File: src/rtl/uart_stream_pkg.sv
// rtl/uart_stream_pkg.sv - shared types and constants for the UART stream master
//
// Holds the TX FSM state encoding, the UART "no byte pending" read word,
// the ASCII codes used by the optional CR/LF expansion (UART_STREAM_CRLF_EN)
// and a helper that decides whether a data-register read carries a byte.
package uart_stream_pkg;

  typedef enum logic [1:0] {
    INIT = 2'd0,
    IDLE = 2'd1,
    CR   = 2'd2,
    SEND = 2'd3
  } state_e;

  localparam logic [31:0] RX_EMPTY_WORD = 32'hFFFF_FFFF;
  localparam logic [7:0]  ASCII_CR      = 8'h0D;
  localparam logic [7:0]  ASCII_LF      = 8'h0A;

  // The UART returns {24'h0, byte} when a byte is pending and all-ones
  // otherwise, so the upper 24 bits alone tell the two apart.
  function automatic logic is_byte_word(input logic [31:0] word);
    return (word[31:8] == 24'h0);
  endfunction

endpackage

File: src/rtl/uart_stream_master_if.sv
// rtl/uart_stream_master_if.sv - UART register port bundle
//
// Signals:
//   reg_div_we   [3:0]  divider byte write enables      (master -> UART)
//   reg_div_di   [31:0] divider write data              (master -> UART)
//   reg_dat_we          data write request              (master -> UART)
//   reg_dat_re          data read strobe                (master -> UART)
//   reg_dat_di   [31:0] data write word {24'h0, byte}   (master -> UART)
//   reg_dat_do   [31:0] data read word                  (UART -> master)
//   reg_dat_wait        UART stalls the current write   (UART -> master)
// Modports: master (the stream block), slave (the UART).
interface uart_stream_master_if;

  logic [3:0]  reg_div_we;
  logic [31:0] reg_div_di;
  logic        reg_dat_we;
  logic        reg_dat_re;
  logic [31:0] reg_dat_di;
  logic [31:0] reg_dat_do;
  logic        reg_dat_wait;

  modport master (
    output reg_div_we, reg_div_di, reg_dat_we, reg_dat_re, reg_dat_di,
    input  reg_dat_do, reg_dat_wait
  );

  modport slave (
    input  reg_div_we, reg_div_di, reg_dat_we, reg_dat_re, reg_dat_di,
    output reg_dat_do, reg_dat_wait
  );

endinterface

File: src/rtl/uart_stream_fifo.sv
// rtl/uart_stream_fifo.sv - synchronous FIFO holding received UART bytes
//
// Ports:
//   clk, resetn        clock, asynchronous active-low reset (clears pointers)
//   push, push_data    write request and data (ignored when full)
//   pop                read request (ignored when empty)
//   pop_data           head entry, valid when !empty
//   full, empty        occupancy flags
//   level              occupancy, 0..DEPTH
// DEPTH must be a power of two and at least 2.
module uart_stream_fifo #(
  parameter int DEPTH = 4,
  parameter int WIDTH = 8
) (
  input  logic                     clk,
  input  logic                     resetn,
  input  logic                     push,
  input  logic [WIDTH-1:0]         push_data,
  input  logic                     pop,
  output logic [WIDTH-1:0]         pop_data,
  output logic                     full,
  output logic                     empty,
  output logic [$clog2(DEPTH):0]   level
);

  localparam int AW = $clog2(DEPTH);
  localparam int LW = AW + 1;
  localparam logic [AW-1:0] PTR_ONE = AW'(1);
  localparam logic [LW-1:0] CNT_ONE = LW'(1);

  logic [WIDTH-1:0] mem [DEPTH];
  logic [AW-1:0]    wr_ptr;
  logic [AW-1:0]    rd_ptr;
  logic [LW-1:0]    count;
  logic             do_push;
  logic             do_pop;

  assign do_push = push && !full;
  assign do_pop  = pop && !empty;

  // DEPTH is a power of two, so the count reaches DEPTH exactly when its MSB sets.
  assign full     = count[AW];
  assign empty    = (count == '0);
  assign level    = count;
  assign pop_data = mem[rd_ptr];

  always_ff @(posedge clk or negedge resetn) begin
    if (!resetn) begin
      wr_ptr <= '0;
      rd_ptr <= '0;
      count  <= '0;
    end else begin
      // Pointers wrap naturally at DEPTH because they are exactly AW bits wide.
      if (do_push) wr_ptr <= wr_ptr + PTR_ONE;
      if (do_pop)  rd_ptr <= rd_ptr + PTR_ONE;
      case ({do_push, do_pop})
        2'b10:   count <= count + CNT_ONE;
        2'b01:   count <= count - CNT_ONE;
        default: ;
      endcase
    end
  end

  // Storage needs no reset; entries are only visible once pushed.
  always_ff @(posedge clk) begin
    if (do_push) mem[wr_ptr] <= push_data;
  end

endmodule

File: src/rtl/uart_stream_master.sv
// rtl/uart_stream_master.sv - UART register initiator exposing TX/RX byte streams
//
// Programs the baud divider once after reset, forwards TX bytes to the UART
// data register honouring reg_dat_wait, and drains received bytes into a FIFO.
// Optional feature macro: UART_STREAM_CRLF_EN (expand LF into CR, LF on TX).
//
// Ports:
//   clk, resetn                 clock, asynchronous active-low reset
//   tx_valid/tx_ready/tx_data   TX byte stream in
//   rx_valid/rx_ready/rx_data   RX byte stream out (FIFO head)
//   rx_level                    RX FIFO occupancy
//   busy                        init not done or TX byte pending
//   bus                         UART register port (master modport)
module uart_stream_master
  import uart_stream_pkg::*;
#(
  parameter logic [31:0] CLK_DIV       = 32'd104,
  parameter int          RX_FIFO_DEPTH = 4
) (
  input  logic                             clk,
  input  logic                             resetn,
  input  logic                             tx_valid,
  output logic                             tx_ready,
  input  logic [7:0]                       tx_data,
  output logic                             rx_valid,
  input  logic                             rx_ready,
  output logic [7:0]                       rx_data,
  output logic [$clog2(RX_FIFO_DEPTH):0]   rx_level,
  output logic                             busy,
  uart_stream_master_if.master             bus
);

  state_e state;
  logic   fifo_full;
  logic   fifo_empty;
  logic   write_done;

  assign write_done = bus.reg_dat_we && !bus.reg_dat_wait;

  // ---------------------------------------------------------------------------
  // TX FSM. tx_ready and busy are registered alongside the state so they track
  // it exactly. INIT spends two cycles: one presenting the divider write and
  // one leaving, so the divider strobe is visible while state is still INIT.
  // ---------------------------------------------------------------------------
  always_ff @(posedge clk or negedge resetn) begin
    if (!resetn) begin
      state          <= INIT;
      bus.reg_div_we <= 4'h0;
      bus.reg_div_di <= 32'h0;
      bus.reg_dat_we <= 1'b0;
      bus.reg_dat_di <= 32'h0;
      tx_ready       <= 1'b0;
      busy           <= 1'b1;
    end else begin
      case (state)
        INIT: begin
          if (bus.reg_div_we == 4'h0) begin
            bus.reg_div_we <= 4'hF;
            bus.reg_div_di <= CLK_DIV;
          end else begin
            bus.reg_div_we <= 4'h0;
            state          <= IDLE;
            tx_ready       <= 1'b1;
            busy           <= 1'b0;
          end
        end

        IDLE: begin
          if (tx_valid) begin
            tx_ready       <= 1'b0;
            busy           <= 1'b1;
            bus.reg_dat_we <= 1'b1;
`ifdef UART_STREAM_CRLF_EN
            if (tx_data == ASCII_LF) begin
              state          <= CR;
              bus.reg_dat_di <= {24'h0, ASCII_CR};
            end else begin
              state          <= SEND;
              bus.reg_dat_di <= {24'h0, tx_data};
            end
`else
            state          <= SEND;
            bus.reg_dat_di <= {24'h0, tx_data};
`endif
          end
        end

`ifdef UART_STREAM_CRLF_EN
        // The inserted CR completes under the same wait rule, then the LF
        // itself goes out through SEND without releasing reg_dat_we.
        CR: begin
          if (write_done) begin
            state          <= SEND;
            bus.reg_dat_di <= {24'h0, ASCII_LF};
          end
        end
`endif

        SEND: begin
          // No timeout: the first write after a divider change can stall for
          // a whole dummy frame, and any later stall is equally legitimate.
          if (write_done) begin
            state          <= IDLE;
            bus.reg_dat_we <= 1'b0;
            tx_ready       <= 1'b1;
            busy           <= 1'b0;
          end
        end

        default: begin
          state          <= INIT;
          bus.reg_div_we <= 4'h0;
          bus.reg_dat_we <= 1'b0;
          tx_ready       <= 1'b0;
          busy           <= 1'b1;
        end
      endcase
    end
  end

  // ---------------------------------------------------------------------------
  // RX path, independent of the TX FSM. The read strobe is combinational so a
  // pending byte is captured in the same cycle it is seen; the UART clears its
  // valid flag on that edge. When the FIFO is full the byte stays in the UART.
  // ---------------------------------------------------------------------------
  assign bus.reg_dat_re = is_byte_word(bus.reg_dat_do) && !fifo_full && (state != INIT);

  uart_stream_fifo #(
    .DEPTH (RX_FIFO_DEPTH),
    .WIDTH (8)
  ) u_rx_fifo (
    .clk       (clk),
    .resetn    (resetn),
    .push      (bus.reg_dat_re),
    .push_data (bus.reg_dat_do[7:0]),
    .pop       (rx_valid && rx_ready),
    .pop_data  (rx_data),
    .full      (fifo_full),
    .empty     (fifo_empty),
    .level     (rx_level)
  );

  assign rx_valid = !fifo_empty;

endmodule

File: src/flat_wrapper.sv
// flat-port wrapper written by rule: the top's interface ports become plain ports
module uart_stream_master_flat import uart_stream_pkg::*;
#(
  parameter logic [31:0] CLK_DIV       = 32'd104,
  parameter int          RX_FIFO_DEPTH = 4
)
  (clk, resetn, tx_valid, tx_ready, tx_data, rx_valid, rx_ready, rx_data, rx_level, busy, bus_reg_div_we, bus_reg_div_di, bus_reg_dat_we, bus_reg_dat_re, bus_reg_dat_di, bus_reg_dat_do, bus_reg_dat_wait);
  uart_stream_master_if bus_i ();
  input  logic clk;
  input  logic resetn;
  input  logic tx_valid;
  output logic tx_ready;
  input  logic [7:0] tx_data;
  output logic rx_valid;
  input  logic rx_ready;
  output logic [7:0] rx_data;
  output logic [$clog2(RX_FIFO_DEPTH):0] rx_level;
  output logic busy;
  output wire logic [$bits(bus_i.reg_div_we)-1:0] bus_reg_div_we;
  output wire logic [$bits(bus_i.reg_div_di)-1:0] bus_reg_div_di;
  output wire logic [$bits(bus_i.reg_dat_we)-1:0] bus_reg_dat_we;
  output wire logic [$bits(bus_i.reg_dat_re)-1:0] bus_reg_dat_re;
  output wire logic [$bits(bus_i.reg_dat_di)-1:0] bus_reg_dat_di;
  input wire logic [$bits(bus_i.reg_dat_do)-1:0] bus_reg_dat_do;
  input wire logic [$bits(bus_i.reg_dat_wait)-1:0] bus_reg_dat_wait;
  assign bus_reg_div_we = bus_i.reg_div_we;
  assign bus_reg_div_di = bus_i.reg_div_di;
  assign bus_reg_dat_we = bus_i.reg_dat_we;
  assign bus_reg_dat_re = bus_i.reg_dat_re;
  assign bus_reg_dat_di = bus_i.reg_dat_di;
  assign bus_i.reg_dat_do = bus_reg_dat_do;
  assign bus_i.reg_dat_wait = bus_reg_dat_wait;
  uart_stream_master #(.CLK_DIV(CLK_DIV), .RX_FIFO_DEPTH(RX_FIFO_DEPTH)) u_core (.clk(clk), .resetn(resetn), .tx_valid(tx_valid), .tx_ready(tx_ready), .tx_data(tx_data), .rx_valid(rx_valid), .rx_ready(rx_ready), .rx_data(rx_data), .rx_level(rx_level), .busy(busy), .bus(bus_i));
endmodule
File: config.mk
export PLATFORM = sky130hd
export DESIGN_NAME = uart_stream_master_flat
export DESIGN_NICKNAME = d
export VERILOG_FILES = /design/src/rtl/uart_stream_pkg.sv /design/src/rtl/uart_stream_master_if.sv /design/src/rtl/uart_stream_fifo.sv /design/src/rtl/uart_stream_master.sv /design/src/flat_wrapper.sv
export SDC_FILE = /design/constraint.sdc
export NUM_CORES = 1
export LEC_CHECK = 0
export BUFFER_PORTS_ARGS = -buffer_cell sky130_fd_sc_hd__buf_2
export CAP_MARGIN = 10
export CELL_PAD_IN_SITES_DETAIL_PLACEMENT = 0
export CELL_PAD_IN_SITES_GLOBAL_PLACEMENT = 1
export CORE_MARGIN = 2
export CORE_UTILIZATION = 30
export CTS_CLUSTER_SIZE = 40
export DETAILED_ROUTE_END_ITERATION = 16
export GPL_TIMING_DRIVEN = 0
export PLACE_DENSITY_LB_ADDON = 0.05
export REMOVE_ABC_BUFFERS = 1
export SYNTH_ARGS = -nofsm -noshare
export SYNTH_HDL_FRONTEND = slang
export SYNTH_HIERARCHICAL = 1
export SYNTH_SLANG_ARGS = --single-unit
File: constraint.sdc
create_clock -name clk -period 5.5 [get_ports clk]
set_clock_uncertainty 0.15 [all_clocks]
set_input_delay 1.1 -clock clk [delete_from_list [all_inputs] [get_ports clk]]
set_output_delay 1.1 -clock clk [all_outputs]
set_load 0.05 [all_outputs]
# Word-level counts from Yosys, hierarchy flattened
# Memory sizes are Yosys's and may differ from the RTL's.
# Index checks and enable logic that the tools add are counted.
dict set report word_totals {
  inputBits 45
  ram_bits 32
  elab_cells 61
  output_inout_bits 84
  n_memories 1
  register_bits 25
}
# name depth width rd rd_clocked_by_memory_dff write_ports line_no
set memory_table {}
lappend memory_table {u_core.u_rx_fifo.mem 4 8 1 0 1 uart_stream_fifo.sv:31} ;# logic [WIDTH-1:0] mem [DEPTH];
dict set report classes {
  n_mux 18
  bitwise 1
  reduce_logical 20
  n_addsub 4
  n_eq_ne 7
}
# cell count
set op_table {}
lappend op_table {{24-bit zero test} 1}
lappend op_table {{1-bit case mux with 3 select lines} 3}
lappend op_table {{1-bit two-way mux} 8}
lappend op_table {{4-bit case mux with 2 select lines} 1}
lappend op_table {{1-bit logical AND} 6}
lappend op_table {{2-bit two-way mux} 3}
lappend op_table {{2-bit case mux with 3 select lines} 1}
lappend op_table {{3-bit case mux with 2 select lines} 1}
lappend op_table {{3-bit AND reduction} 2}
lappend op_table {{2-bit by 1-bit adder with 2-bit output (second input constant)} 2}
lappend op_table {{2-bit by 1-bit equality test with 1-bit output (second input constant)} 2}
lappend op_table {{2-bit equality test (second input constant)} 2}
lappend op_table {{4-bit zero test} 1}
lappend op_table {{4-bit two-way mux} 1}
lappend op_table {{2-bit != test (second input constant)} 2}
lappend op_table {{2-bit AND reduction} 2}
lappend op_table {{2-bit nonzero test} 2}
lappend op_table {{3-bit by 1-bit adder with 3-bit output (second input constant)} 1}
lappend op_table {{1-bit zero test} 3}
lappend op_table {{3-bit zero test} 1}
lappend op_table {{3-bit by 1-bit subtractor with 3-bit output (second input constant)} 1}
lappend op_table {{2-bit zero test} 1}
lappend op_table {{2-bit by 1-bit != test with 1-bit output (second input constant)} 1}
lappend op_table {{2-bit OR reduction} 1}
lappend op_table {{1-bit NOT} 1}

# Logic depth before layout (Yosys ltp)
# Gate-level depths: netlist of run 1.
dict set report depth {
  depth_word 6
  ltp_mapped 14
}

# Modules after synthesis
# Netlist of run 1, hierarchy kept.
# mod instances cells_per_inst seq_area_each_um2 area_each_um2
set modules_own_cells {}
lappend modules_own_cells {uart_stream_fifo 1 81 1136.1 1572.8}
lappend modules_own_cells {uart_stream_master 1 117 376.6 1198.6}

# Least setup slack after synthesis of run 1
# Ideal clock, no wire load.
dict set report synth_timing {
  path_type {input -> register}
  startpoint {input port bus_reg_dat_do[11]}
  endpoint {register u_core.u_rx_fifo.count[2] (netlist: u_core/u_rx_fifo/level[2])}
  t_arrival_ns 3.396
  setup_time_ns 0.126
  path_stages 12
  required_ns 5.224
  path_slack_ns 1.827
  path_cell_list {nor4_1 nand4_1 nor2_1 nor2b_1 clkbuf_1 inv_1 ha_1 inv_1 fa_1 xor2_1 nor2_1 xor2_1}
}
dict set report synth_via {
  elab_chain_cells 6
  word_cells_on_any_way 8
}
# element line_no
set synth_lines {}
lappend synth_lines {{from (decl)} flat_wrapper.sv:24} ;# input wire logic [$bits(bus_i.reg_dat_do)-1:0] bus_reg_dat_do;
lappend synth_lines {{24-bit zero test *} uart_stream_pkg.sv:22} ;# return (word[31:8] == 24'h0);
lappend synth_lines {{1-bit logical AND * (2 in a row)} uart_stream_master.sv:126} ;# assign bus.reg_dat_re = is_byte_word(bus.reg_dat_do) && !fifo_full && (state != INIT);
lappend synth_lines {{named net bus_reg_dat_re} flat_wrapper.sv:22} ;# output wire logic [$bits(bus_i.reg_dat_re)-1:0] bus_reg_dat_re;
lappend synth_lines {{1-bit logical AND *} uart_stream_fifo.sv:38} ;# assign do_push = push && !full;
lappend synth_lines {{2-bit by 1-bit equality test with 1-bit output or 2-bit equality test (tied branches)} uart_stream_fifo.sv:56} ;# case ({do_push, do_pop})
lappend synth_lines {{3-bit case mux with 2 select lines or 2-bit nonzero test (tied branches)} --}
lappend synth_lines {{to (signal assigned)} uart_stream_fifo.sv:57} ;# 2'b10: count <= count + CNT_ONE;
lappend synth_lines {{to (signal assigned)} uart_stream_fifo.sv:58} ;# 2'b01: count <= count - CNT_ONE;
lappend synth_lines {{to (decl)} uart_stream_fifo.sv:34} ;# logic [LW-1:0] count;
# Mark *: on every way through the listed nets, which the timed path passes. The rest lies on a longest branch.
# A chain may end at the register's enable or synchronous reset.

# Final worst setup path of run 1
dict set report layout_timing {
  startpoint {input port bus_reg_dat_do[27]}
  endpoint {output port bus_reg_dat_re}
}
dict set report layout_via {
  elab_chain_cells 3
}
# element line_no
set layout_lines {}
lappend layout_lines {{24-bit zero test} uart_stream_pkg.sv:22}
lappend layout_lines {{1-bit logical AND (2 in a row)} uart_stream_master.sv:126}
lappend layout_lines {{to (decl)} flat_wrapper.sv:22}
# No other way between the ends.

==> results.tsv, run 1 <==
stage	metric	value	unit
clock_tree	cts_root_buf	clkbuf_8	
floorplanning	die_y	100	um
sta	drv_slew	0	
floorplanning	start_util	30.4	%
sta	fin_crit	3.41	ns
floorplanning	dieWidth	100	um
floorplanning	die_area	0.0100	mm^2
pwr	comb_power_share	46.3	%
final_layout	num-nets-final	326	
setup_path	crit_arrival	2.16	ns
sta	worst_pin_slew	0.607	ns
yosys	synth_edf_count	32	
sta	period_share	61.9	%
grt	grt_first_pass_wirelength	7240	um
drt	wl	4800	um
drt	drc_errors	0	
pwr	p_leak	0.00143	uW
grt	grt_overflow	0	
clock_tree	clock_path_buffers	2	
clock_tree	post_cts_buffers	0	
yosys	synthArstFlopShare	40.7	%
final_layout	area_growth	13.7	%
clock_tree	cts_tree	yes	
pwr	p_seq_share	35.1	%
drt	first_iter_violations	23	
setup_path	cp_data_required_time	4.25	ns
setup_path	path_max_fanout	2	
sta	fin_tns_setup	0	ns
drt	vias	1525	
sta	fin_ws	2.09	ns
sta	rsz0062_at_grt	no	
pwr	ir_drop	196	uV
floorplanning	ios	129	
setup_path	cp-start-kind	input port	
pwr	pwr-share-clk	18.6	%
clock_tree	path_clk_slew	0.10	ns
run_status	outcome	completed	
clock_tree	cts_resized	0	
grt	grt_max_degree	23	
sta	setup_viol_count_final	0	
yosys	syn_avg_cell_area	14.0	um^2
grt	grt_util_all_layers	9.65	%
grt	antenna_found_initial	0	
yosys	seq_area_frac_synth	54.6	%
min_path	hp-class	reg -> reg	
sta	max_freq	294	MHz
floorplanning	rows	35	
pwr	netSwitchingPower	734	uW
drt	final_antenna_net_count	0	
yosys	synth_seq_cells	54	
clock_tree	cts_buffers	5	
yosys	synth_top_cell_area_share	34.7	%
yosys	synth.top_cells.by_area	edfxtp_1 (35%), dfrtp_1 (19%), buf_4 (16%)	
drt	dr.pass1.iters	4	
setup_path	cp-end-kind	output port	
pwr	internal-power	908	uW
final_layout	n_antenna_cell	0	
yosys	syn_area	0.00277	mm^2
clock_tree	worstSkewPairLatency	0.30	ns
grt	first_global_vias	1426	
drt	via_per_inst	3.99	
place	pre_cts_ws	1.92	ns
pwr	p_sw_share	44.7	%
yosys	yosys-top-cells-count	buf_4 (59), edfxtp_1 (32), dfrtp_1 (21)	
place	gp_congestion	0.683	
final_layout	layout-drive-gt1-share	38.4	%
pwr	power	1640	uW
yosys	yosysMostFrequentCell	buf_4	
place	io_buffers	75	
place	hpwl	3580	um
pwr	power_density	521	mW/mm^2
place	dpl.cell_count	374	
yosys	postSynthCellCount	198	
yosys	yosysUniqueCellTypes	34	
setup_path	crit_type	in -> out	
sta	timing.hold.ws	0.357	ns
sta	finalHoldViolations	0	
final_layout	finalNonFillerCells	382	
clock_tree	cts_sinks	54	
yosys	synthFlopType	edfxtp_1	
floorplanning	core-area	0.00911	mm^2
clock_tree	postCtsHoldBufs	0	
drt	wl_per_cell	12.6	um
sta	relSlewSlack	59.5	%
yosys	yosys_warnings	6	
clock_tree	htree_levels	2	
run	maxCapViolCount	0	
yosys	synth_top_area_cell	edfxtp_1	
final cells by class:
class                           instances  area [um^2]
Multi-Input combinational cell        123          950
Clock inverter                          3         63.8
Fill cell                             903         5960
Clock buffer                            5         68.8
Timing Repair Buffer                   75          375
Tap cell                              111          139
Sequential cell                        54         1510
Inverter                               11         41.3
metal layers:
| metal | track usage (%) | wire length, um | vias up |
|---|---|---|---|
| li1 | - | - | 715 |
| met1 | 11.1 | 1930 | 722 |
| met2 | 16.3 | 2400 | 81 |
| met3 | 3.90 | 402 | 7 |
| met4 | 3.48 | 65 | 0 |
| met5 | 0 | 0 | - |
cell families after synthesis:
group / after synthesis / synth area share, %
AOI/OAI and AO/OA: 6 / 2.17
xor gates and xnor gates: 6 / 1.90
adders and majority gates: 11 / 5.24
buffers and inverters: 73 / 18.2
DFF: 54 / 54.6
muxes: 22 / 12.3
other: 1 / 0.135
and+or+nand+nor: 25 / 5.46
metrics by stage:
step / area [um^2] / util [%]
floorplan: 2500 / -
global placement: 3020 / 33.1
detailed placement: 3020 / 33.1
CTS: 3150 / 34.6
global route: 3150 / 34.6
finish: 3150 / 34.6
registers in the layout, summed over array words and instances, names as in the netlist, 2 cells and up:
name / count
u_core/u_rx_fifo/mem: 32
u_core/bus.reg_dat_di: 8
u_core/u_rx_fifo/level: 3
u_core/state: 2
u_core/u_rx_fifo/rd_ptr: 2
u_core/u_rx_fifo/wr_ptr: 2
worst paths after layout:
path	slack [ns]	cells past startpoint	endpoint	start
min	0.36	1	u_core/bus.reg_dat_di[2]	u_core/bus.reg_dat_di[2]
min reg2reg	0.36	1	u_core/bus.reg_dat_di[2]	u_core/bus.reg_dat_di[2]
max in group asynchronous	4.23	1	u_core/busy	resetn
max	2.09	5	bus_reg_dat_re	bus_reg_dat_do[27]
min in group asynchronous	0.61	1	u_core/bus.reg_dat_di[1]	resetn
max reg2reg	2.47	13	u_core/u_rx_fifo/level[2]	u_core/state[0]
worst max-delay path: stages:
cell     delay [ns]
buf_2          0.10
nor4_1         0.38
nand3_1        0.12
nor2_1         0.16
buf_2          0.29
power by group through the flow:
stage                     clock [uW]  combinational [uW]  sequential, uW
after floorplan                    0                 434             759
after global placement             0                 766             589
after detailed placement           0                 764             589
after CTS                        319                 765             580
after global routing             340                 799             590
final                            306                 760             576
cells in the final DEF (no fill, tap or decap), types with 2 or more instances in the layout:
cell type	count
nor2_1	3
mux2_2	8
and2_1	4
xor2_1	3
nand2_1	4
conb_1	53
dfrtp_1	21
buf_2	75
o21ai_0	2
clkbuf_8	5
inv_1	11
mux4_2	8
bufinv_16	2
xnor2_1	3
edfxtp_1	32
nor4_1	6
nor2b_1	2
mux2_4	2
ha_1	10
mux2i_1	3
Power figures use the tool's default switching activity.
==> run 2, diff against run 1 <==
--- a/config.mk
+++ b/config.mk
@@ -5,6 +5,7 @@
 export SDC_FILE = /design/constraint.sdc
 export NUM_CORES = 1
 export LEC_CHECK = 0
+export ABC_AREA = 1
 export BUFFER_PORTS_ARGS = -buffer_cell sky130_fd_sc_hd__buf_2
 export CAP_MARGIN = 10
 export CELL_PAD_IN_SITES_DETAIL_PLACEMENT = 0
==> constraint.sdc (replaced) <==
create_clock -name clk -period 3.3 [get_ports clk]
set_clock_uncertainty 0.15 [all_clocks]
set_input_delay 0.66 -clock clk [delete_from_list [all_inputs] [get_ports clk]]
set_output_delay 0.66 -clock clk [all_outputs]
set_load 0.05 [all_outputs]
==> run 2 against run 1 <==
Hold slack lost 0.18 ns. Sequential cell count did not move. Sequential share of layout area decreased by 2.6 points. Cell area grew 5.8%. Global-route usage is 0.40 points higher. Routed wire length rose by 12%. Largest cell class unchanged. Highest routed layer unchanged.
==> results.tsv, run 2 <==
stage	metric	value	unit	change
setup_path	path_max_fanout	5		was 2
setup_path	cp-end-kind	output port		unchanged
place	io_buffers	75		unchanged
final_layout	layout-drive-gt1-share	23.8	%	was 38.4%
yosys	syn_avg_cell_area	9.37	um^2	was 14.0 um^2
setup_path	cp_data_required_time	2.49	ns	was 4.25 ns
place	hpwl	3900	um	was 3580 um
floorplanning	core-area	0.00977	mm^2	was 0.00911 mm^2
pwr	power	2110	uW	was 1640 uW
yosys	synth_seq_cells	54		unchanged
yosys	synth_edf_count	32		unchanged
floorplanning	ios	129		unchanged
grt	first_global_vias	1821		was 1426
final_layout	fin_area	0.00333	mm^2	was 0.00315 mm^2
clock_tree	cts_root_buf	clkbuf_8		unchanged
final_layout	fillCellCount	1050		was 903
drt	wl_per_cell	10.2	um	was 12.6 um
floorplanning	start_util	30.8	%	was 30.4%
grt	grt_util_all_layers	10.0	%	was 9.65%
clock_tree	path_clk_slew	0.09	ns	was 0.10 ns
setup_path	reg2reg_setup_slack	0.66	ns	was 2.47 ns
sta	relSlewSlack	41.0	%	was 59.5%
final_layout	top_register	u_core/u_rx_fifo/mem		unchanged
yosys	synth_top_area_cell	edfxtp_1		unchanged
sta	finalHoldViolations	0		unchanged
final_layout	final_cell_mix	nand2_1 (77), buf_2 (75), conb_1 (53), inv_1 (42), edfxtp_1 (32)		was buf_2 (75), conb_1 (53), edfxtp_1 (32), dfrtp_1 (21), inv_1 (11)
final_layout	final_common_cell	nand2_1		was buf_2
pwr	ir_drop	384	uV	was 196 uV
drt	via_per_inst	3.81		was 3.99
setup_path	crit_type	reg -> out		was in -> out
yosys	yosysUniqueCellTypes	27		was 34
setup_path	cpLargestDelayFamily	simple AND/OR/NAND/NOR gates		unchanged
clock_tree	clock_path_buffers	2		unchanged
floorplanning	die_area	0.0108	mm^2	was 0.0100 mm^2
grt	antenna_found_initial	1		was 0
floorplanning	rows	36		was 35
grt	grt_first_pass_wirelength	8700	um	was 7240 um
place	place_area	0.00324	mm^2	was 0.00302 mm^2
drt	dr.pass1.iters	4		unchanged
setup_path	cp-start-kind	flip-flop		was input port
clock_tree	worstSkewPairLatency	0.30	ns	about the same
clock_tree	htree_levels	2		unchanged
final_layout	post-route-util	34.1	%	was 34.6%
sta	fin_tns_setup	0	ns	unchanged
sta	rsz0062_at_grt	no		unchanged
sta	period_share	80.9	%	
yosys	synth_top_cell_area_share	31.9	%	was 34.7%
clock_tree	cts_resized	0		unchanged
drt	drc_errors	0		unchanged
sta	drv_slew	0		unchanged
drt	first_iter_violations	38		was 23
clock_tree	post_cts_buffers	0		unchanged
final_layout	largest_register_ffs	32		unchanged
setup_path	critPathSlowestCell	dfrtp_1		was nor4_1
sta	setup_viol_count_final	0		unchanged
yosys	yosys_warnings	6		unchanged
drt	final_antenna_net_count	0		unchanged
setup_path	crit_path_max_incr_delay	0.44	ns	was 0.38 ns
final_layout	multi_input_area	0.00102	mm^2	was 950 um^2
yosys	seq_area_frac_synth	50.3	%	was 54.6%
drt	vias	2002		was 1525
clock_tree	cts_tree	yes		unchanged
yosys	yosys-top-cells-count	nand2_1 (77), buf_4 (61), inv_1 (42)		was buf_4 (59), edfxtp_1 (32), dfrtp_1 (21)
yosys	yosysMostFrequentCell	nand2_1		was buf_4
clock_tree	postCtsHoldBufs	0		unchanged
yosys	postSynthCellCount	321		was 198
pwr	power_density	632	mW/mm^2	was 521 mW/mm^2
yosys	synthFlopType	edfxtp_1		unchanged
run_status	outcome	completed		unchanged
setup_path	cpMostUsedCell	nor2_1		was buf_2
yosys	synth.top_cells.by_area	edfxtp_1 (32%), dfrtp_1 (17%), buf_4 (15%)		was edfxtp_1 (35%), dfrtp_1 (19%), buf_4 (16%)
setup_path	crit_chain	inv_1 -> ha_1 -> nor2_1 -> nand2_1 -> nor2_1 -> nand2_1 -> nor2_1 -> buf_2		was buf_2 -> nor4_1 -> nand3_1 -> nor2_1 -> buf_2
pwr	p_leak	0.00173	uW	was 0.00143 uW
final_layout	final-seq-area	0.00151	mm^2	unchanged
place	gp_congestion	0.682		was 0.683
min_path	hp-class	in -> async		was reg -> reg
final_layout	num-nets-final	446		was 326
clock_tree	cts_sinks	54		unchanged
sta	max_freq	374	MHz	
floorplanning	dieWidth	104	um	was 100 um
floorplanning	die_y	104	um	was 100 um
grt	grt_overflow	0		unchanged
setup_path	crit_buf_inv	2		unchanged
clock_tree	cts_buffers	5		unchanged
drt	wl	5370	um	was 4800 um
setup_path	crit_arrival	1.86	ns	was 2.16 ns
run	maxCapViolCount	0		unchanged
final_layout	area_growth	10.8	%	was 13.7%
sta	worst_pin_slew	0.882	ns	was 0.607 ns
yosys	syn_area	0.00301	mm^2	was 0.00277 mm^2
sta	fin_crit	2.67	ns	
yosys	synthArstFlopShare	40.7	%	unchanged
grt	grt_max_degree	34		was 23
==> run 2: final cells by class <==
cell class	instances	share of cell area, %
diodes	1	0.0751
well taps	133	4.99
multi-input cells	210	30.6
flip-flops and latches	54	45.4
repair buffers	75	11.3
clock inverters	3	0.638
inverters	44	4.95
clock buffers	5	2.06
==> run 2: through the flow <==
step / setup WS (ns) / hold WS (ns) / instances
floorplan: 0.244 / 0.214 / 308
global placement: 0.556 / 0.301 / 516
detailed placement: 0.570 / 0.304 / 516
CTS: 0.565 / 0.181 / 524
global route: 0.371 / 0.210 / 524
finish: 0.629 / 0.173 / 525
==> run 2: worst register-to-register path, delay by kind of cell (launching register included) <==
kind | cells | cell delay, ns
and+or+nand+nor | 7 | 1.34
DFF | 1 | 0.44
adders and majority gates | 1 | 0.25
buffers and inverters | 1 | 0.09
==> run 2: layer usage <==
layer | global-route usage, % | part of all wire (%) | wire, um
met1 | 12.2 | 45 | 2410
met2 | 17.2 | 50 | 2670
met3 | 3.20 | 5.1 | 276
met4 | 2.61 | 0.33 | 18
met5 | 0 | 0 | 0
==> run 2: cells by family after synthesis <==
| logic type | share of synthesized area, % |
|---|---|
| other | 0.125 |
| xor gates and xnor gates | 0.582 |
| and+or+nand+nor | 17.0 |
| adders and majority gates | 4.82 |
| DFF | 50.3 |
| buffers and inverters | 22.3 |
| AOI/OAI and AO/OA | 4.86 |
==> run 2: power by group <==
group          switching [uW]  internal (uW)
registers                56.6            805
clock network             215            150
logic                     690            192
total                     961           1150
==> run 2: worst paths after layout <==
| path | endpoint | from | cells past startpoint |
|---|---|---|---|
| min in group clk | u_core/busy | u_core/busy | 2 |
| setup / recovery | bus_reg_dat_re | u_core/state[0] | 8 |
| hold / removal | u_core/bus.reg_dat_di[6] | resetn | 1 |
| max in group asynchronous | u_core/busy | resetn | 1 |
| setup reg to reg | u_core/u_rx_fifo/mem[2][4] | u_core/state[0] | 9 |
| hold reg to reg | u_core/busy | u_core/busy | 2 |
